**src/rtl/sensor_image_tx_pkg.sv**
```systemverilog
// Shared types and constants for the sensor-style video transmitter.
package sensor_image_tx_pkg;

  // Vertical frame sequencing states.
  typedef enum logic [2:0] {
    ST_IDLE,
    ST_VSYNC_LOW,
    ST_V_PRE,
    ST_ACTIVE,
    ST_V_POST
  } tx_state_e;

  // Sub-phases of one active line.
  typedef enum logic {
    PH_HREF,
    PH_HBLANK
  } line_phase_e;

  // Size fields that cannot be zero are raised to this value.
  localparam int unsigned MIN_SIZE = 1;

endpackage

```
**src/rtl/sensor_image_tx_line_ctrl.sv**
```systemverilog
// Horizontal sequencing of one active line: HREF until h_active transfers, then HBLANK.
module sensor_image_tx_line_ctrl
  import sensor_image_tx_pkg::*;
#(
  parameter int unsigned H_COUNTER_WIDTH = 12
) (
  input  logic                       clk,
  input  logic                       rst_n,
  input  logic                       run_i,
  input  logic [H_COUNTER_WIDTH-1:0] h_active_i,
  input  logic [H_COUNTER_WIDTH-1:0] h_blank_i,
  input  logic                       s_valid_i,
  output logic                       s_ready_c,
  output logic                       xfer_c,
  output logic                       eol_c
);

  localparam int unsigned HW = H_COUNTER_WIDTH;

  line_phase_e   phase_q, phase_d;
  logic [HW-1:0] cnt_q, cnt_d;

  // Ready depends only on phase, never on s_valid.
  assign s_ready_c = run_i && (phase_q == PH_HREF);
  assign xfer_c    = s_ready_c && s_valid_i;
  assign eol_c     = run_i && (phase_q == PH_HBLANK) && (cnt_q == h_blank_i - HW'(1));

  // Counter counts transfers in HREF and cycles in HBLANK.
  always_comb begin
    phase_d = phase_q;
    cnt_d   = cnt_q;
    if (xfer_c) begin
      if (cnt_q == h_active_i - HW'(1)) begin
        phase_d = PH_HBLANK;
        cnt_d   = '0;
      end else begin
        cnt_d = cnt_q + HW'(1);
      end
    end else if (eol_c) begin
      phase_d = PH_HREF;
      cnt_d   = '0;
    end else if (run_i && (phase_q == PH_HBLANK)) begin
      cnt_d = cnt_q + HW'(1);
    end
  end

  // Phase and counter registers.
  always_ff @(posedge clk or negedge rst_n) begin
    if (!rst_n) begin
      phase_q <= PH_HREF;
      cnt_q   <= '0;
    end else begin
      phase_q <= phase_d;
      cnt_q   <= cnt_d;
    end
  end

endmodule

```
**src/rtl/sensor_image_tx.sv**
```systemverilog
// Sensor-style vsync/href/de transmitter fed from a valid/ready pixel source.
module sensor_image_tx
  import sensor_image_tx_pkg::*;
#(
  parameter int unsigned PIXEL_DATA_WIDTH = 8,
  parameter int unsigned H_COUNTER_WIDTH  = 12,
  parameter int unsigned V_COUNTER_WIDTH  = 12
) (
  input  logic                        clk,
  input  logic                        rst_n,
  input  logic                        enable_i,
  input  logic [H_COUNTER_WIDTH-1:0]  h_active_i,
  input  logic [H_COUNTER_WIDTH-1:0]  h_blank_i,
  input  logic [V_COUNTER_WIDTH-1:0]  v_sync_i,
  input  logic [V_COUNTER_WIDTH-1:0]  v_pre_i,
  input  logic [V_COUNTER_WIDTH-1:0]  v_active_i,
  input  logic [V_COUNTER_WIDTH-1:0]  v_post_i,
  input  logic                        s_valid,
  input  logic [PIXEL_DATA_WIDTH-1:0] s_data,
  output logic                        s_ready,
  output logic                        image_out_vsync,
  output logic                        image_out_href,
  output logic                        image_out_de,
  output logic [PIXEL_DATA_WIDTH-1:0] image_out_data,
  output logic                        frame_done_o,
  output logic                        line_stall_o
);

  localparam int unsigned HW = H_COUNTER_WIDTH;
  localparam int unsigned VW = V_COUNTER_WIDTH;
  localparam int unsigned LW = H_COUNTER_WIDTH + 1;

  tx_state_e     state_q, state_d, start_state_c;
  logic [LW-1:0] cyc_q, cyc_d, line_len_c;
  logic [VW-1:0] line_q, line_d, span_lines_c;
  logic          cfg_load_c, frame_end_c, span_done_c;
  logic          ready_c, xfer_c, eol_c;

  logic [HW-1:0] cfg_h_active_q, cfg_h_blank_q;
  logic [VW-1:0] cfg_v_sync_q, cfg_v_pre_q, cfg_v_active_q, cfg_v_post_q;

  logic                        vsync_q, href_q, de_q, frame_done_q, stall_q;
  logic [PIXEL_DATA_WIDTH-1:0] data_q;

  // Line period in blanking states, one bit wider so it cannot wrap.
  assign line_len_c = LW'(cfg_h_active_q) + LW'(cfg_h_blank_q);

  sensor_image_tx_line_ctrl #(
    .H_COUNTER_WIDTH (H_COUNTER_WIDTH)
  ) u_line_ctrl (
    .clk        (clk),
    .rst_n      (rst_n),
    .run_i      (state_q == ST_ACTIVE),
    .h_active_i (cfg_h_active_q),
    .h_blank_i  (cfg_h_blank_q),
    .s_valid_i  (s_valid),
    .s_ready_c  (ready_c),
    .xfer_c     (xfer_c),
    .eol_c      (eol_c)
  );

  assign s_ready = ready_c;

  // First state of a new frame, decided from the live inputs being latched.
  always_comb begin
    start_state_c = ST_ACTIVE;
    if (v_sync_i != '0) begin
      start_state_c = ST_VSYNC_LOW;
    end else if (v_pre_i != '0) begin
      start_state_c = ST_V_PRE;
    end
  end

  // Line count of the current blanking span.
  always_comb begin
    span_lines_c = '0;
    case (state_q)
      ST_VSYNC_LOW: span_lines_c = cfg_v_sync_q;
      ST_V_PRE:     span_lines_c = cfg_v_pre_q;
      ST_V_POST:    span_lines_c = cfg_v_post_q;
      default:      span_lines_c = '0;
    endcase
  end

  // Vertical FSM next state; zero-length spans are skipped without a gap.
  always_comb begin
    state_d     = state_q;
    cyc_d       = cyc_q;
    line_d      = line_q;
    cfg_load_c  = 1'b0;
    frame_end_c = 1'b0;
    span_done_c = 1'b0;
    case (state_q)
      ST_IDLE: begin
        if (enable_i) begin
          state_d    = start_state_c;
          cfg_load_c = 1'b1;
        end
      end
      ST_VSYNC_LOW, ST_V_PRE, ST_V_POST: begin
        if (cyc_q == line_len_c - LW'(1)) begin
          cyc_d = '0;
          if (line_q == span_lines_c - VW'(1)) begin
            line_d      = '0;
            span_done_c = 1'b1;
          end else begin
            line_d = line_q + VW'(1);
          end
        end else begin
          cyc_d = cyc_q + LW'(1);
        end
      end
      ST_ACTIVE: begin
        if (eol_c) begin
          if (line_q == cfg_v_active_q - VW'(1)) begin
            line_d      = '0;
            span_done_c = 1'b1;
          end else begin
            line_d = line_q + VW'(1);
          end
        end
      end
      default: state_d = ST_IDLE;
    endcase
    if (span_done_c) begin
      case (state_q)
        ST_VSYNC_LOW: state_d = (cfg_v_pre_q != '0) ? ST_V_PRE : ST_ACTIVE;
        ST_V_PRE:     state_d = ST_ACTIVE;
        ST_ACTIVE: begin
          if (cfg_v_post_q != '0) begin
            state_d = ST_V_POST;
          end else begin
            frame_end_c = 1'b1;
          end
        end
        ST_V_POST:    frame_end_c = 1'b1;
        default:      state_d = ST_IDLE;
      endcase
    end
    if (frame_end_c) begin
      if (enable_i) begin
        state_d    = start_state_c;
        cfg_load_c = 1'b1;
      end else begin
        state_d = ST_IDLE;
      end
    end
  end

  // State, counters and per-frame configuration snapshot.
  always_ff @(posedge clk or negedge rst_n) begin
    if (!rst_n) begin
      state_q        <= ST_IDLE;
      cyc_q          <= '0;
      line_q         <= '0;
      cfg_h_active_q <= HW'(MIN_SIZE);
      cfg_h_blank_q  <= HW'(MIN_SIZE);
      cfg_v_sync_q   <= '0;
      cfg_v_pre_q    <= '0;
      cfg_v_active_q <= VW'(MIN_SIZE);
      cfg_v_post_q   <= '0;
    end else begin
      state_q <= state_d;
      cyc_q   <= cyc_d;
      line_q  <= line_d;
      if (cfg_load_c) begin
        cfg_h_active_q <= (h_active_i == '0) ? HW'(MIN_SIZE) : h_active_i;
        cfg_h_blank_q  <= (h_blank_i == '0) ? HW'(MIN_SIZE) : h_blank_i;
        cfg_v_sync_q   <= v_sync_i;
        cfg_v_pre_q    <= v_pre_i;
        cfg_v_active_q <= (v_active_i == '0) ? VW'(MIN_SIZE) : v_active_i;
        cfg_v_post_q   <= v_post_i;
      end
    end
  end

  // Output stage: one cycle behind state and handshake; data holds when idle.
  always_ff @(posedge clk or negedge rst_n) begin
    if (!rst_n) begin
      vsync_q      <= 1'b0;
      href_q       <= 1'b0;
      de_q         <= 1'b0;
      data_q       <= '0;
      frame_done_q <= 1'b0;
      stall_q      <= 1'b0;
    end else begin
      vsync_q      <= (state_q == ST_V_PRE) || (state_q == ST_ACTIVE) || (state_q == ST_V_POST);
      href_q       <= ready_c;
      de_q         <= xfer_c;
      stall_q      <= ready_c && !s_valid;
      frame_done_q <= frame_end_c;
      if (xfer_c) begin
        data_q <= s_data;
      end
    end
  end

  assign image_out_vsync = vsync_q;
  assign image_out_href  = href_q;
  assign image_out_de    = de_q;
  assign image_out_data  = data_q;
  assign frame_done_o    = frame_done_q;
  assign line_stall_o    = stall_q;

endmodule

```
**config.mk**
```make
export PLATFORM = sky130hd
export DESIGN_NAME = sensor_image_tx
export DESIGN_NICKNAME = d
export VERILOG_FILES = /design/src/rtl/sensor_image_tx_pkg.sv /design/src/rtl/sensor_image_tx_line_ctrl.sv /design/src/rtl/sensor_image_tx.sv
export SDC_FILE = /design/constraint.sdc
export NUM_CORES = 1
export LEC_CHECK = 0
export CORE_ASPECT_RATIO = 0.9
export CORE_MARGIN = 4
export CORE_UTILIZATION = 35
export DETAILED_ROUTE_END_ITERATION = 8
export DONT_BUFFER_PORTS = 1
export SLEW_MARGIN = 20
export SYNTH_ARGS = -nofsm -noshare
export SYNTH_HDL_FRONTEND = slang
export SYNTH_SLANG_ARGS = --single-unit
```
**constraint.sdc**
```tcl
create_clock -name clk -period 6.2 [get_ports clk]
set_clock_uncertainty 0.15 [all_clocks]
set_input_delay 1.24 -clock clk [delete_from_list [all_inputs] [get_ports clk]]
set_output_delay 1.24 -clock clk [all_outputs]
set_load 0.05 [all_outputs]
```
Word level (Yosys, flattened, before mapping)
Cells that the tools add are included.

word-level totals
  register bits = 126
  latch bits = 0
  RAM bits = 0
  memory bits (read-only) = 0
  output and inout port bits = 14
  memories = 0

cells by class
  add/subtract/negate cells = 9
  multipliers = 0
  div/mod/pow operators = 0
  order comparisons = 0
  equal/unequal tests = 12
  shifts and indexed selects = 0
  mux-type cells = 39
  bitwise logic cells = 1
  reductions and logical operators = 23

operators by type and width
  cell                                                number
  two-way mux 12 bit                                  11
  == test 12 bit                                      4
  nonzero test 12 bit                                 4
  subtractor 12 x 1 -> 12 bit, second input constant  4
  zero test 12 bit                                    3
  one-hot mux 12 bit (3 select lines)                 1
  adder 12 x 1 -> 12 bit, second input constant       2
  one-hot mux 12 bit (2 select lines)                 1
  two-way mux 3 bit                                   6
  two-way mux 1 bit                                   15
  adder 12 x 12 -> 13 bit                             1
  adder 13 x 1 -> 13 bit, second input constant       1
  == test 13 bit                                      1
  two-way mux 13 bit                                  1
  subtractor 13 x 1 -> 13 bit, second input constant  1
  one-hot mux 3 bit (4 select lines)                  1
  == test 3 x 2 -> 1 bit, second input constant       2
  one-hot mux 3 bit (2 select lines)                  1
  logical AND 1 bit                                   5
  inequality test 2 bit, second input constant        2
  one-hot mux 1 bit (2 select lines)                  2
  nonzero test 2 bit                                  2
  OR reduction 4 bit                                  1
  == test 3 x 1 -> 1 bit, second input constant       1
  10 further kinds                                    11

Longest topological paths before layout
Gate-level depths: netlist of the first run.

  depth in word-level cells = 9
  mapped depth = 17

Hierarchy
A second synthesis of the first run with hierarchy kept.

unflattened totals
  cell total of the unflattened synthesis = 941
  area total of the unflattened synthesis = 9270.1 µm²

modules (own cells, without submodules)
  module                     instances  cells an instance  area each (µm²)  sequential area each (µm²)
  sensor_image_tx            1          725                7624.8           2831.5
  sensor_image_tx_line_ctrl  1          216                1645.3           325.3

Worst setup path after synthesis of the first run
Ideal clock, no wire load.

  path type = reg-to-reg
  start = register cfg_h_active_q[0]
  end = register cfg_h_active_q[11]
  setup time = 0.125 ns
  arrival = 4.222 ns
  data required time = 5.925 ns
  path slack = 1.703 ns
  cell stages (with the launch flop) = 18
  buffers on the path = 2
  clock period less this slack = 4.497 ns
  path through = dfstp_2 inv_1 ha_1 inv_1 ha_1 fa_1 xor2_1 a2111oi_0 o211ai_1 nor4_1 o211ai_1 or4_1 clkbuf_1 o41ai_4 and2_4 o21ai_4 buf_6 mux2_4

on the way
  longest elaborated chain between the ends = 7

ends and longest elaborated chain
  item                                RTL line                RTL
  start: declaration                  sensor_image_tx.sv:39   logic [HW-1:0] cfg_h_active_q, cfg_h_blank_q;
  start signal: assignment            sensor_image_tx.sv:156  cfg_h_active_q <= HW'(MIN_SIZE);
  start signal: assignment            sensor_image_tx.sv:167  cfg_h_active_q <= (h_active_i == '0) ? HW'(MIN_SIZE) : h_active_i;
  adder 12 x 12 -> 13 bit             sensor_image_tx.sv:46   assign line_len_c = LW'(cfg_h_active_q) + LW'(cfg_h_blank_q);
  subtractor 13 x 1 -> 13 bit         sensor_image_tx.sv:101  if (cyc_q == line_len_c - LW'(1)) begin
  == test 13 bit                      sensor_image_tx.sv:101
  two-way mux 1 bit                   sensor_image_tx.sv:101
  one-hot mux 1 bit (2 select lines)  sensor_image_tx.sv:93   case (state_q)
  two-way mux 1 bit                   sensor_image_tx.sv:125  if (span_done_c) begin
  named net frame_end_c               sensor_image_tx.sv:36   logic cfg_load_c, frame_end_c, span_done_c;
  two-way mux 1 bit                   sensor_image_tx.sv:140  if (frame_end_c) begin

The timed path passes the listed nets, and every way through them passes these cells.
A chain may end at the register's enable or synchronous reset.

Worst setup path in the final report of the first run
  start = register state_q[1]
  end = register cfg_h_active_q[10]

on the way
  longest elaborated chain between the ends = 9

ends and longest elaborated chain
  item                                   RTL line                                                              RTL
  start: declaration                     sensor_image_tx.sv:33                                                 tx_state_e state_q, state_d, start_state_c;
  start signal: assignment               sensor_image_tx.sv:163                                                state_q <= state_d;
  == test 3 bit (tied with other cells)  sensor_image_tx.sv:77, sensor_image_tx.sv:93, sensor_image_tx.sv:126
  one-hot mux 12 bit (3 select lines)    sensor_image_tx.sv:77                                                 case (state_q)
  subtractor 12 x 1 -> 12 bit            sensor_image_tx.sv:103                                                if (line_q == span_lines_c - VW'(1)) begin
  == test 12 bit                         sensor_image_tx.sv:103
  two-way mux 1 bit                      sensor_image_tx.sv:103
  two-way mux 1 bit                      sensor_image_tx.sv:101
  one-hot mux 1 bit (2 select lines)     sensor_image_tx.sv:93
  two-way mux 1 bit (*)                  sensor_image_tx.sv:125
  named net frame_end_c                  sensor_image_tx.sv:36
  two-way mux 1 bit (*)                  sensor_image_tx.sv:140

Mark *: on every way through the listed nets, which the timed path passes. The rest lies on a longest branch.

==> impl_metrics.prom, run 1 <==
# TYPE chip_impl_metric gauge
chip_impl_metric{name="netlist-cell-type-count",unit=""} 74
chip_impl_info{name="chain_of_cells_forming_the_critical_path",value="nor3b_4, a221oi_2, ha_1, nand3_1, a2111oi_0, a21oi_1, a2111o_1, o41ai_4, and2_4, o21ai_4, buf_4, mux2_1"} 1
chip_impl_metric{name="number_of_global_route_vias_before_repair",unit=""} 6189
chip_impl_metric{name="rows",unit=""} 54
chip_impl_metric{name="antenna_left",unit=""} 0
chip_impl_metric{name="overflow",unit=""} 0
chip_impl_metric{name="tightest_slew",unit="ns"} 0.973
chip_impl_metric{name="fin_area",unit="um2"} 9490
chip_impl_metric{name="total_leakage_power",unit="nW"} 4.32
chip_impl_metric{name="cts.repair_timing.setup_buffer_count",unit=""} 0
chip_impl_metric{name="post_synth_instance_area",unit="um2"} 8670
chip_impl_metric{name="max_stage_delay",unit="ns"} 0.98
chip_impl_metric{name="fin_worst_hold_slack",unit="ns"} 0.363
chip_impl_info{name="clk_root_buffer_cell",value="sky130_fd_sc_hd__clkbuf_16"} 1
chip_impl_metric{name="dpl.hpwl",unit="um"} 15800
chip_impl_metric{name="final_net_count",unit=""} 967
chip_impl_metric{name="synth.avg_cell_area",unit="um2"} 10.0
chip_impl_metric{name="setup_viol_count_final",unit=""} 0
chip_impl_metric{name="grt_antenna_before_repair",unit=""} 0
chip_impl_metric{name="initial_utilization",unit=""} 0.356
chip_impl_metric{name="die_width",unit="um"} 174
chip_impl_metric{name="hold_violations",unit=""} 0
chip_impl_metric{name="maximum_number_of_pins_on_one_net_before_global_route_repair",unit=""} 127
chip_impl_metric{name="grt_pass1_wl",unit="um"} 34200
chip_impl_info{name="worstSetupStartpointType",value="flop"} 1
chip_impl_metric{name="drtIter0Drc",unit=""} 471
chip_impl_metric{name="io_pins",unit=""} 98
chip_impl_info{name="outcome",value="complete, no violations"} 1
chip_impl_metric{name="detail_route.wirelength",unit="um"} 21300
chip_impl_metric{name="pre_cts_slack",unit="ns"} 0.867
chip_impl_metric{name="timing.fmax",unit="MHz"} 185
chip_impl_metric{name="post_drt_via_cell_ratio",unit=""} 5.50
chip_impl_metric{name="synth.yosys.seq_area_share",unit=""} 0.364
chip_impl_metric{name="post_cts_hold_fix_bufs",unit=""} 0
chip_impl_metric{name="timing.final.ws_setup",unit="ns"} 0.801
chip_impl_metric{name="drt_pass1_iterations",unit=""} 5
chip_impl_metric{name="dr_total_vias",unit=""} 6447
chip_impl_metric{name="timing_max_transition_violations_final",unit=""} 0
chip_impl_info{name="worst_path_max_delay_cell",value="sky130_fd_sc_hd__dfrtp_1"} 1
chip_impl_metric{name="worst-r2r-setup-slack",unit="ns"} 0.80
chip_impl_metric{name="synth.net_count",unit=""} 982
chip_impl_metric{name="ys_warn_count",unit=""} 0
chip_impl_metric{name="groute.usage.overall",unit=""} 0.155
chip_impl_metric{name="wp_data_arrival",unit="ns"} 5.54
chip_impl_metric{name="worst_ep_required",unit="ns"} 6.34
chip_impl_metric{name="tritoncts_num_sinks",unit=""} 126
chip_impl_metric{name="wl_per_cell",unit="um"} 18.2
chip_impl_metric{name="numPortBuffers",unit=""} 0
chip_impl_metric{name="synth_enable_flop_cells",unit=""} 0
chip_impl_info{name="crit_path_end_kind",value="flop"} 1
chip_impl_metric{name="power.total",unit="mW"} 2.56
chip_impl_metric{name="area.growth.synth_to_final",unit="%"} 9.47
chip_impl_metric{name="cts-resized-gates",unit=""} 0
chip_impl_info{name="worst-setup-path-type",value="flop to flop"} 1
chip_impl_info{name="postSynth.topFlopCell",value="sky130_fd_sc_hd__dfrtp_1"} 1
chip_impl_metric{name="floorplan.die.height",unit="um"} 157
chip_impl_info{name="reg_to_reg_critical_path_startpoint",value="state_q[1]"} 1
chip_impl_metric{name="last_weighted_congestion_value_of_the_routability_driven_placer",unit=""} 0.839
chip_impl_info{name="grt_setup_unrepaired",value="false"} 1
chip_impl_metric{name="worst_skew_pair.late_latency",unit="ns"} 0.43
chip_impl_info{name="tritoncts_clock_tree",value="done"} 1
chip_impl_metric{name="fin_crit",unit="ns"} 5.40
chip_impl_metric{name="yosys_register_bits",unit=""} 126
chip_impl_metric{name="setup_tns",unit="ns"} 0
chip_impl_metric{name="dieArea",unit="um2"} 27300
chip_impl_metric{name="netlist_instances",unit=""} 867
chip_impl_metric{name="ir_worst_vdd",unit="mV"} 0.218
chip_impl_metric{name="cts_made_buffers",unit=""} 17
chip_impl_metric{name="cts_max_path_buffers",unit=""} 2
chip_impl_metric{name="power.density_cell_area",unit="nW/um2"} 269
chip_impl_metric{name="final_layout_size_suffix_gt1_frac",unit=""} 0.158
chip_impl_metric{name="postSynth.asyncResetShare",unit=""} 1.00
chip_impl_metric{name="htreeDepth",unit=""} 4
chip_impl_metric{name="maxSlewHeadroom",unit=""} 0.351
chip_impl_metric{name="finalCritPeriodShare",unit=""} 0.871
chip_impl_info{name="critical_path.reg2reg.endpoint",value="cfg_h_active_q[10]"} 1
chip_impl_metric{name="ff2ff_path_depth",unit=""} 12
chip_impl_metric{name="drc",unit=""} 0
chip_impl_metric{name="dpl-instance-area",unit="um2"} 8880
chip_impl_metric{name="clk_pin_slew",unit="ns"} 0.06
chip_impl_metric{name="worstPathMaxFanout",unit=""} 36
chip_impl_metric{name="maxCapViolCount",unit=""} 0
chip_impl_metric{name="design.core.area",unit="um2"} 24300
chip_impl_metric{name="insertedDiodeCount",unit=""} 0
chip_impl_info{name="hold_crit_class",value="input port to async pin"} 1
[worst max-delay path by stage]
stage | from | end | cells past startpoint
after floorplan | cfg_h_active_q[0] | cfg_h_active_q[11] | 17
after global placement | state_q[1] | cfg_h_active_q[9] | 12
after detailed placement | state_q[1] | cfg_h_active_q[10] | 12
after CTS | state_q[1] | cfg_h_active_q[10] | 12
after global routing | state_q[1] | cfg_h_active_q[10] | 12
final | state_q[1] | cfg_h_active_q[10] | 12
[metrics by stage]
stage | util | instances
2_1_floorplan | - | 867
3_3_place_gp | 0.365 | 1141
3_5_place_dp | 0.365 | 1141
4_1_cts | 0.390 | 1173
5_1_grt | 0.390 | 1173
6_report | 0.390 | 1173
[where the power goes]
group | switching, mW | internal [mW]
Combinational | 0.256 | 0.262
Clock | 0.417 | 0.640
Sequential | 0.0926 | 0.887
[layout make-up]
| type | count | area (um2) |
|---|---|---|
| repair buffers | 6 | 45.0 |
| clock inverters | 14 | 180 |
| inverters | 58 | 218 |
| flip-flops and latches | 126 | 3160 |
| clock buffers | 18 | 429 |
| fillers | 2392 | 14800 |
| well taps | 308 | 385 |
| multi-input cells | 643 | 5070 |
[cell families (layout without fill, tap and decap cells)]
| logic type | after synthesis | count (layout) | share of synthesized area |
|---|---|---|---|
| AOI/OAI and AO/OA | 166 | 166 | 0.135 |
| xor gates and xnor gates | 85 | 85 | 0.0859 |
| adders and majority gates | 31 | 31 | 0.0456 |
| buffers and inverters | 98 | 96 | 0.0504 |
| DFF | 126 | 126 | 0.364 |
| muxes | 84 | 84 | 0.137 |
| and+or+nand+nor | 277 | 277 | 0.181 |
[routing by layer]
layer  track usage  wire (um)  vias up
li1              -          -     3126
met1         0.219      10100     3147
met2         0.244       9900      150
met3        0.0370       1060       24
met4        0.0332        217        0
met5             0          0        -
[registers in the layout, indices dropped and copies added, names as in the netlist, 3 cells and up]
signal and cells:
cfg_h_active_q 12, cfg_h_blank_q 12, cfg_v_active_q 12, cfg_v_post_q 12, cfg_v_pre_q 12, cfg_v_sync_q 12, cyc_q 13, image_out_data 8
line_q 12, state_q 3, u_line_ctrl.cnt_q 12
[Yosys cell counts, types with 4 or more instances]
library cell	instances	area, um2
sky130_fd_sc_hd__and3_1	17	106
sky130_fd_sc_hd__buf_2	4	20.0
sky130_fd_sc_hd__nor4_1	27	169
sky130_fd_sc_hd__mux2_4	67	1010
sky130_fd_sc_hd__nand2b_1	14	87.6
sky130_fd_sc_hd__nand2_1	42	158
sky130_fd_sc_hd__nand4_1	13	81.3
sky130_fd_sc_hd__a21oi_1	21	105
sky130_fd_sc_hd__o21ai_0	56	280
sky130_fd_sc_hd__mux2_2	9	101
sky130_fd_sc_hd__xnor2_1	51	447
sky130_fd_sc_hd__xor2_1	34	298
sky130_fd_sc_hd__o211ai_1	4	30.0
sky130_fd_sc_hd__inv_1	58	218
sky130_fd_sc_hd__nor2b_1	7	43.8
sky130_fd_sc_hd__nor4bb_1	13	130
sky130_fd_sc_hd__a221oi_1	6	52.6
sky130_fd_sc_hd__mux2i_1	6	60.1
sky130_fd_sc_hd__buf_6	8	90.1
sky130_fd_sc_hd__clkbuf_1	26	97.6
sky130_fd_sc_hd__nand3_1	30	150
sky130_fd_sc_hd__a21o_1	8	60.1
sky130_fd_sc_hd__and2_1	14	87.6
sky130_fd_sc_hd__or3_1	6	37.5
sky130_fd_sc_hd__a31oi_1	8	50.1
sky130_fd_sc_hd__or4_1	5	37.5
sky130_fd_sc_hd__o22ai_1	4	25.0
sky130_fd_sc_hd__a221oi_2	7	105
sky130_fd_sc_hd__ha_1	30	375
sky130_fd_sc_hd__dfrtp_1	123	3080
sky130_fd_sc_hd__nor2_1	50	188
sky130_fd_sc_hd__o31ai_1	18	135
sky130_fd_sc_hd__nor3_1	16	80.1
[worst max-delay path, delay by kind of cell (launching register included)]
family / cells / cell delay [ns]
AO/OA/AOI/OAI: 6 / 2.22
flip-flops: 1 / 0.98
AND/OR/NAND/NOR: 3 / 0.73
adder cells (fa/ha/maj): 1 / 0.40
multiplexers: 1 / 0.40
buffers and inverters: 1 / 0.33
[placed cells by master, fill, tap and decap left out, types with 8 or more instances in the layout]
cell,synthesis,layout
sky130_fd_sc_hd__mux2_2,9,9
sky130_fd_sc_hd__and3_1,17,17
sky130_fd_sc_hd__clkbuf_16,0,17
sky130_fd_sc_hd__nor4_1,27,27
sky130_fd_sc_hd__nor3_1,16,16
sky130_fd_sc_hd__o31ai_1,18,18
sky130_fd_sc_hd__mux2_4,67,67
sky130_fd_sc_hd__and2_1,14,14
sky130_fd_sc_hd__a21o_1,8,8
sky130_fd_sc_hd__xnor2_1,51,51
sky130_fd_sc_hd__nand2_1,42,42
sky130_fd_sc_hd__nand2b_1,14,14
sky130_fd_sc_hd__ha_1,30,30
sky130_fd_sc_hd__o21ai_0,56,56
sky130_fd_sc_hd__nor2_1,50,50
sky130_fd_sc_hd__inv_1,58,58
sky130_fd_sc_hd__dfrtp_1,123,123
sky130_fd_sc_hd__a31oi_1,8,8
sky130_fd_sc_hd__nor4bb_1,13,13
sky130_fd_sc_hd__xor2_1,34,34
sky130_fd_sc_hd__a21oi_1,21,21
sky130_fd_sc_hd__nand3_1,30,30
sky130_fd_sc_hd__nand4_1,13,13
Note: power is estimated with default switching activity, not from simulation.
==> run 2, diff against run 1 <==
--- a/config.mk
+++ b/config.mk
@@ -5,11 +5,12 @@
 export SDC_FILE = /design/constraint.sdc
 export NUM_CORES = 1
 export LEC_CHECK = 0
-export CORE_ASPECT_RATIO = 0.9
+export CORE_ASPECT_RATIO = 1.1
 export CORE_MARGIN = 4
 export CORE_UTILIZATION = 35
 export DETAILED_ROUTE_END_ITERATION = 8
 export DONT_BUFFER_PORTS = 1
+export MAX_ROUTING_LAYER = met4
 export SLEW_MARGIN = 20
 export SYNTH_ARGS = -nofsm -noshare
 export SYNTH_HDL_FRONTEND = slang
==> impl_metrics.prom, run 2 (synthesized netlist as in run 1, its figures left out) <==
# TYPE chip_impl_metric gauge
chip_impl_info{name="crit_path_end_kind",value="flop"} 1
chip_impl_metric{name="timing_max_transition_violations_final",unit=""} 0
chip_impl_metric{name="total_leakage_power",unit="nW"} 4.29
chip_impl_metric{name="last_weighted_congestion_value_of_the_routability_driven_placer",unit=""} 0.871
chip_impl_metric{name="number_of_global_route_vias_before_repair",unit=""} 6435
chip_impl_info{name="reg_to_reg_critical_path_startpoint",value="state_q[2]"} 1
chip_impl_metric{name="insertedDiodeCount",unit=""} 0
chip_impl_info{name="worst-setup-path-type",value="flop to flop"} 1
chip_impl_info{name="commonest_non_fill_non_tap_cells_in_the_layout",value="sky130_fd_sc_hd__dfrtp_1 (123), sky130_fd_sc_hd__mux2_4 (67), sky130_fd_sc_hd__inv_1 (58)"} 1
chip_impl_metric{name="setup_tns",unit="ns"} 0
chip_impl_metric{name="maximum_number_of_pins_on_one_net_before_global_route_repair",unit=""} 127
chip_impl_metric{name="wl_per_cell",unit="um"} 18.3
chip_impl_metric{name="fillerInstances",unit=""} 2371
chip_impl_metric{name="initial_utilization",unit=""} 0.355
chip_impl_metric{name="drt_pass1_iterations",unit=""} 5
chip_impl_metric{name="htreeDepth",unit=""} 4
chip_impl_metric{name="worst_ep_required",unit="ns"} 6.35
chip_impl_metric{name="dieArea",unit="um2"} 27300
chip_impl_info{name="critical_path.reg2reg.endpoint",value="cfg_h_active_q[9]"} 1
chip_impl_info{name="hold_crit_class",value="input port to async pin"} 1
chip_impl_metric{name="wp_data_arrival",unit="ns"} 5.39
chip_impl_metric{name="timing.fmax",unit="MHz"} 191
chip_impl_metric{name="dpl.hpwl",unit="um"} 16200
chip_impl_metric{name="post_drt_via_cell_ratio",unit=""} 5.47
chip_impl_metric{name="worst_skew_pair.late_latency",unit="ns"} 0.43
chip_impl_metric{name="setup_viol_count_final",unit=""} 0
chip_impl_metric{name="power.density_cell_area",unit="nW/um2"} 264
chip_impl_metric{name="area.growth.synth_to_final",unit="%"} 9.04
chip_impl_metric{name="cts_made_buffers",unit=""} 17
chip_impl_metric{name="drtIter0Drc",unit=""} 477
chip_impl_metric{name="tightest_slew",unit="ns"} 1.05
chip_impl_metric{name="ir_worst_vdd",unit="mV"} 0.168
chip_impl_metric{name="groute.usage.overall",unit=""} 0.163
chip_impl_metric{name="worst-r2r-setup-slack",unit="ns"} 0.96
chip_impl_metric{name="final_cells",unit=""} 1174
chip_impl_metric{name="fin_crit",unit="ns"} 5.24
chip_impl_metric{name="grt_pass1_wl",unit="um"} 34700
chip_impl_metric{name="final_net_count",unit=""} 966
chip_impl_metric{name="clk_pin_slew",unit="ns"} 0.07
chip_impl_metric{name="floorplan.die.height",unit="um"} 173
chip_impl_info{name="worstSetupStartpointType",value="flop"} 1
chip_impl_metric{name="rows",unit=""} 60
chip_impl_metric{name="grt_antenna_before_repair",unit=""} 0
chip_impl_metric{name="hold_violations",unit=""} 0
chip_impl_metric{name="overflow",unit=""} 0
chip_impl_info{name="max_flop_register",value="cyc_q"} 1
chip_impl_metric{name="dr_total_vias",unit=""} 6426
chip_impl_metric{name="final_layout_size_suffix_gt1_frac",unit=""} 0.155
chip_impl_metric{name="post_cts_hold_fix_bufs",unit=""} 0
chip_impl_metric{name="cts.repair_timing.setup_buffer_count",unit=""} 0
chip_impl_metric{name="cts_max_path_buffers",unit=""} 2
chip_impl_metric{name="place.detailed.instances",unit=""} 1142
chip_impl_info{name="clk_root_buffer_cell",value="sky130_fd_sc_hd__clkbuf_16"} 1
chip_impl_info{name="grt_setup_unrepaired",value="false"} 1
chip_impl_info{name="outcome",value="complete, no violations"} 1
chip_impl_info{name="tritoncts_clock_tree",value="done"} 1
chip_impl_metric{name="design.core.area",unit="um2"} 24400
chip_impl_metric{name="tritoncts_num_sinks",unit=""} 126
chip_impl_metric{name="largest_reg_flops",unit=""} 13
chip_impl_metric{name="numPortBuffers",unit=""} 0
chip_impl_metric{name="worstPathMaxFanout",unit=""} 36
chip_impl_metric{name="antenna_left",unit=""} 0
chip_impl_info{name="final_common_cell",value="sky130_fd_sc_hd__dfrtp_1"} 1
chip_impl_metric{name="post-route-util",unit=""} 0.387
chip_impl_metric{name="io_pins",unit=""} 98
chip_impl_metric{name="maxCapViolCount",unit=""} 0
chip_impl_metric{name="detail_route.wirelength",unit="um"} 21500
chip_impl_metric{name="ff2ff_path_depth",unit=""} 12
chip_impl_metric{name="die_width",unit="um"} 158
chip_impl_metric{name="drc",unit=""} 0
chip_impl_metric{name="maxSlewHeadroom",unit=""} 0.298
chip_impl_metric{name="cts-resized-gates",unit=""} 0
chip_impl_metric{name="finalCritPeriodShare",unit=""} 0.846
==> run 2: stage by stage <==
step | power [mW] | setup WS, ns | instance area [um2] | hold WS, ns
2_1_floorplan | 1.40 | 1.70 | 8670 | 0.323
3_3_place_gp | 1.50 | 1.05 | 8870 | 0.339
3_5_place_dp | 1.52 | 1.03 | 8870 | 0.342
4_1_cts | 2.51 | 1.01 | 9450 | 0.340
5_1_grt | 2.63 | 0.640 | 9450 | 0.327
6_report | 2.49 | 0.956 | 9450 | 0.351
==> run 2: worst max-delay path by stage <==
stage | cells past startpoint | slack [ns] | startpoint | end
floorplan | 17 | 1.70 | cfg_h_active_q[0] | cfg_h_active_q[11]
global placement | 12 | 1.05 | state_q[2] | cfg_h_active_q[9]
detailed placement | 12 | 1.03 | state_q[2] | cfg_h_active_q[10]
CTS | 12 | 1.01 | state_q[2] | cfg_h_active_q[9]
global route | 12 | 0.64 | state_q[2] | cfg_h_active_q[10]
finish | 12 | 0.96 | state_q[2] | cfg_h_active_q[9]
==> run 2: report_power, final <==
| group | internal [mW] | total (mW) | leakage [nW] | switching, mW |
|---|---|---|---|---|
| registers | 0.887 | 0.979 | 1.67 | 0.0924 |
| clock network | 0.596 | 0.990 | 0.271 | 0.394 |
| logic | 0.262 | 0.523 | 2.36 | 0.261 |
| total | 1.74 | 2.49 | 4.29 | 0.748 |
==> run 2: worst max-delay path, stage by stage (launching register included) <==
cell and delay (ns):
sky130_fd_sc_hd__dfrtp_1 0.84, sky130_fd_sc_hd__nor2_2 0.32, sky130_fd_sc_hd__a221oi_2 0.55, sky130_fd_sc_hd__ha_1 0.40
sky130_fd_sc_hd__nand3_1 0.20, sky130_fd_sc_hd__a2111oi_0 0.45, sky130_fd_sc_hd__a21oi_1 0.09, sky130_fd_sc_hd__a2111o_1 0.48
sky130_fd_sc_hd__o41ai_4 0.56, sky130_fd_sc_hd__and2_4 0.26, sky130_fd_sc_hd__o21ai_4 0.06, sky130_fd_sc_hd__buf_4 0.34
sky130_fd_sc_hd__mux2_1 0.39
==> run 2: routing by layer <==
layer / part of all wire / global-route usage / vias up
li1: - / - / 3134
met4: 0.017 / 0.0437 / 0
met3: 0.046 / 0.0355 / 22
met2: 0.50 / 0.267 / 140
met1: 0.44 / 0.203 / 3130
met5: 0 / - / -
==> run 2: cell type report <==
cell class	count	area (um2)	share of cell area
clock buffers	20	437	0.0462
clock inverters	12	140	0.0148
inverters	58	218	0.0230
multi-input cells	643	5070	0.537
flip-flops and latches	126	3160	0.334
well taps	310	388	0.0410
repair buffers	5	37.5	0.00397
==> run 3, diff against run 2 <==
==> constraint.sdc (replaced) <==
create_clock -name clk -period 5.4 [get_ports clk]
set_clock_uncertainty 0.15 [all_clocks]
set_input_delay 1.08 -clock clk [delete_from_list [all_inputs] [get_ports clk]]
set_output_delay 1.08 -clock clk [all_outputs]
set_load 0.05 [all_outputs]
==> impl_metrics.prom, run 3 (synthesized netlist as in run 1, its figures left out) <==
# TYPE chip_impl_metric gauge
chip_impl_info{name="outcome",value="complete, no violations"} 1
chip_impl_metric{name="detail_route.wirelength",unit="um"} 21700
chip_impl_metric{name="worst_skew_pair.late_latency",unit="ns"} 0.42
chip_impl_metric{name="clk_pin_slew",unit="ns"} 0.06
chip_impl_metric{name="tritoncts_num_sinks",unit=""} 126
chip_impl_metric{name="hold_violations",unit=""} 0
chip_impl_metric{name="cts.repair_timing.setup_buffer_count",unit=""} 0
chip_impl_metric{name="timing.fmax",unit="MHz"} 202
chip_impl_info{name="hold_crit_class",value="input port to async pin"} 1
chip_impl_metric{name="multi_input_comb_area",unit="um2"} 5070
chip_impl_info{name="worst-setup-path-type",value="flop to flop"} 1
chip_impl_info{name="commonest_non_fill_non_tap_cells_in_the_layout",value="sky130_fd_sc_hd__dfrtp_1 (123), sky130_fd_sc_hd__mux2_4 (67), sky130_fd_sc_hd__inv_1 (58)"} 1
chip_impl_metric{name="dr_total_vias",unit=""} 6487
chip_impl_metric{name="initial_utilization",unit=""} 0.355
chip_impl_metric{name="timing_max_transition_violations_final",unit=""} 0
chip_impl_info{name="critical_path.reg2reg.endpoint",value="cfg_h_active_q[9]"} 1
chip_impl_info{name="reg_to_reg_critical_path_startpoint",value="cfg_h_active_q[0]"} 1
chip_impl_metric{name="die_width",unit="um"} 158
chip_impl_metric{name="fin_area",unit="um2"} 9470
chip_impl_metric{name="drtIter0Drc",unit=""} 493
chip_impl_metric{name="overflow",unit=""} 0
chip_impl_metric{name="largest_reg_flops",unit=""} 13
chip_impl_info{name="max_flop_register",value="cyc_q"} 1
chip_impl_metric{name="groute.usage.overall",unit=""} 0.165
chip_impl_metric{name="cts_max_path_buffers",unit=""} 2
chip_impl_metric{name="final_cells",unit=""} 1180
chip_impl_metric{name="post_cts_hold_fix_bufs",unit=""} 0
chip_impl_metric{name="design.core.area",unit="um2"} 24400
chip_impl_metric{name="wl_per_cell",unit="um"} 18.4
chip_impl_metric{name="htreeDepth",unit=""} 4
chip_impl_info{name="final_common_cell",value="sky130_fd_sc_hd__dfrtp_1"} 1
chip_impl_metric{name="maxCapViolCount",unit=""} 0
chip_impl_metric{name="worst_ep_required",unit="ns"} 5.56
chip_impl_metric{name="area.growth.synth_to_final",unit="%"} 9.23
chip_impl_metric{name="cts-resized-gates",unit=""} 0
chip_impl_metric{name="insertedDiodeCount",unit=""} 0
chip_impl_metric{name="maximum_number_of_pins_on_one_net_before_global_route_repair",unit=""} 127
chip_impl_info{name="tritoncts_clock_tree",value="done"} 1
chip_impl_metric{name="number_of_global_route_vias_before_repair",unit=""} 6623
chip_impl_metric{name="floorplan.die.height",unit="um"} 173
chip_impl_metric{name="dieArea",unit="um2"} 27300
chip_impl_metric{name="antenna_left",unit=""} 0
chip_impl_metric{name="worstPathMaxFanout",unit=""} 36
chip_impl_metric{name="fillerInstances",unit=""} 2411
chip_impl_metric{name="setup_tns",unit="ns"} 0
chip_impl_metric{name="dpl-instance-area",unit="um2"} 8920
chip_impl_metric{name="tightest_slew",unit="ns"} 0.850
chip_impl_metric{name="drc",unit=""} 0
chip_impl_metric{name="seq_area",unit="um2"} 3160
chip_impl_metric{name="last_weighted_congestion_value_of_the_routability_driven_placer",unit=""} 0.869
chip_impl_metric{name="setup_viol_count_final",unit=""} 0
chip_impl_metric{name="finalCritPeriodShare",unit=""} 0.917
chip_impl_metric{name="maxSlewHeadroom",unit=""} 0.425
chip_impl_metric{name="cts_made_buffers",unit=""} 17
chip_impl_metric{name="total_leakage_power",unit="nW"} 4.31
chip_impl_metric{name="grt_pass1_wl",unit="um"} 35300
chip_impl_metric{name="wp_data_arrival",unit="ns"} 5.11
chip_impl_metric{name="drt_pass1_iterations",unit=""} 5
chip_impl_metric{name="dpl.hpwl",unit="um"} 16400
chip_impl_metric{name="grt_antenna_before_repair",unit=""} 0
chip_impl_info{name="chain_of_cells_forming_the_critical_path",value="inv_1, ha_1, inv_1, ha_1, fa_1, xor2_1, a2111oi_0, o211ai_1, nor4_1, o211ai_1, or4_1, o41ai_4, buf_4, and2_4, o21ai_4, buf_4, mux2_1"} 1
chip_impl_metric{name="worst-r2r-setup-slack",unit="ns"} 0.45
chip_impl_info{name="crit_path_end_kind",value="flop"} 1
chip_impl_metric{name="numPortBuffers",unit=""} 0
chip_impl_metric{name="final_net_count",unit=""} 972
chip_impl_metric{name="ff2ff_path_depth",unit=""} 17
chip_impl_metric{name="power.density_cell_area",unit="nW/um2"} 297
chip_impl_metric{name="post_drt_via_cell_ratio",unit=""} 5.50
chip_impl_metric{name="io_pins",unit=""} 98
chip_impl_metric{name="rows",unit=""} 60
chip_impl_metric{name="max_stage_delay",unit="ns"} 0.64
chip_impl_metric{name="place.detailed.instances",unit=""} 1148
chip_impl_metric{name="ir_worst_vdd",unit="mV"} 0.182
chip_impl_metric{name="final_layout_size_suffix_gt1_frac",unit=""} 0.163
chip_impl_info{name="grt_setup_unrepaired",value="false"} 1
chip_impl_info{name="worstSetupStartpointType",value="flop"} 1
chip_impl_info{name="worst_path_max_delay_cell",value="sky130_fd_sc_hd__or4_1"} 1
chip_impl_metric{name="fin_crit",unit="ns"} 4.95
chip_impl_info{name="clk_root_buffer_cell",value="sky130_fd_sc_hd__clkbuf_16"} 1
[run 3: changes by cell type in the layout (fill, tap and decap cells not counted)]
cell,delta
sky130_fd_sc_hd__bufinv_16,-2
sky130_fd_sc_hd__clkbuf_8,+1
sky130_fd_sc_hd__inv_6,+4
sky130_fd_sc_hd__clkinv_4,-2
sky130_fd_sc_hd__buf_4,+6
sky130_fd_sc_hd__clkbuf_1,-2
sky130_fd_sc_hd__clkinvlp_4,+1
[run 3: worst max path at each step]
stage | depth (start not counted) | slack, ns | end | startpoint
after floorplan | 17 | 0.90 | cfg_h_active_q[11] | cfg_h_active_q[0]
after global placement | 16 | 0.51 | cfg_h_active_q[9] | cfg_h_active_q[1]
after detailed placement | 17 | 0.43 | cfg_h_active_q[10] | cfg_h_active_q[0]
after CTS | 17 | 0.40 | cfg_h_active_q[9] | cfg_h_active_q[0]
after global routing | 16 | 0.06 | cfg_h_active_q[9] | cfg_h_active_q[4]
final | 17 | 0.45 | cfg_h_active_q[9] | cfg_h_active_q[0]
[run 3: area by class of cell]
type / count / area share
Clock buffer: 19 / 0.0468
Clock inverter: 13 / 0.0111
Inverter: 58 / 0.0230
Multi-Input combinational cell: 643 / 0.536
Sequential cell: 126 / 0.334
Tap cell: 310 / 0.0410
Timing Repair Buffer: 11 / 0.00872
[run 3: report_power, final]
group | internal [mW] | switching [mW]
Combinational | 0.301 | 0.300
Clock | 0.607 | 0.473
Sequential | 1.02 | 0.108
[run 3: critical path: cells and delay by family, from the launching register on]
family / cells / cell delay [ns]
AOI/OAI and AO/OA: 5 / 0.99
xor gates and xnor gates: 1 / 0.17
adders and majority gates: 3 / 0.80
buffers and inverters: 4 / 0.66
DFF: 1 / 0.55
muxes: 1 / 0.40
and+or+nand+nor: 3 / 1.09
[run 3: layer usage]
layer	vias up	track usage	part of all wire
met5	-	-	0
met4	0	0.0523	0.028
met3	45	0.0403	0.051
met2	163	0.266	0.49
met1	3129	0.205	0.43
li1	3150	-	-
[run 3: through the flow]
| step | utilization | hold WS [ns] | setup WS (ns) | power, mW |
|---|---|---|---|---|
| 6_report | 0.388 | 0.195 | 0.450 | 2.81 |
| 3_5_place_dp | 0.365 | 0.349 | 0.435 | 1.74 |
| 5_1_grt | 0.388 | 0.176 | 0.0593 | 2.97 |
| 4_1_cts | 0.388 | 0.179 | 0.404 | 2.83 |
| 3_3_place_gp | 0.365 | 0.342 | 0.512 | 1.73 |
| 2_1_floorplan | - | 0.323 | 0.903 | 1.60 |
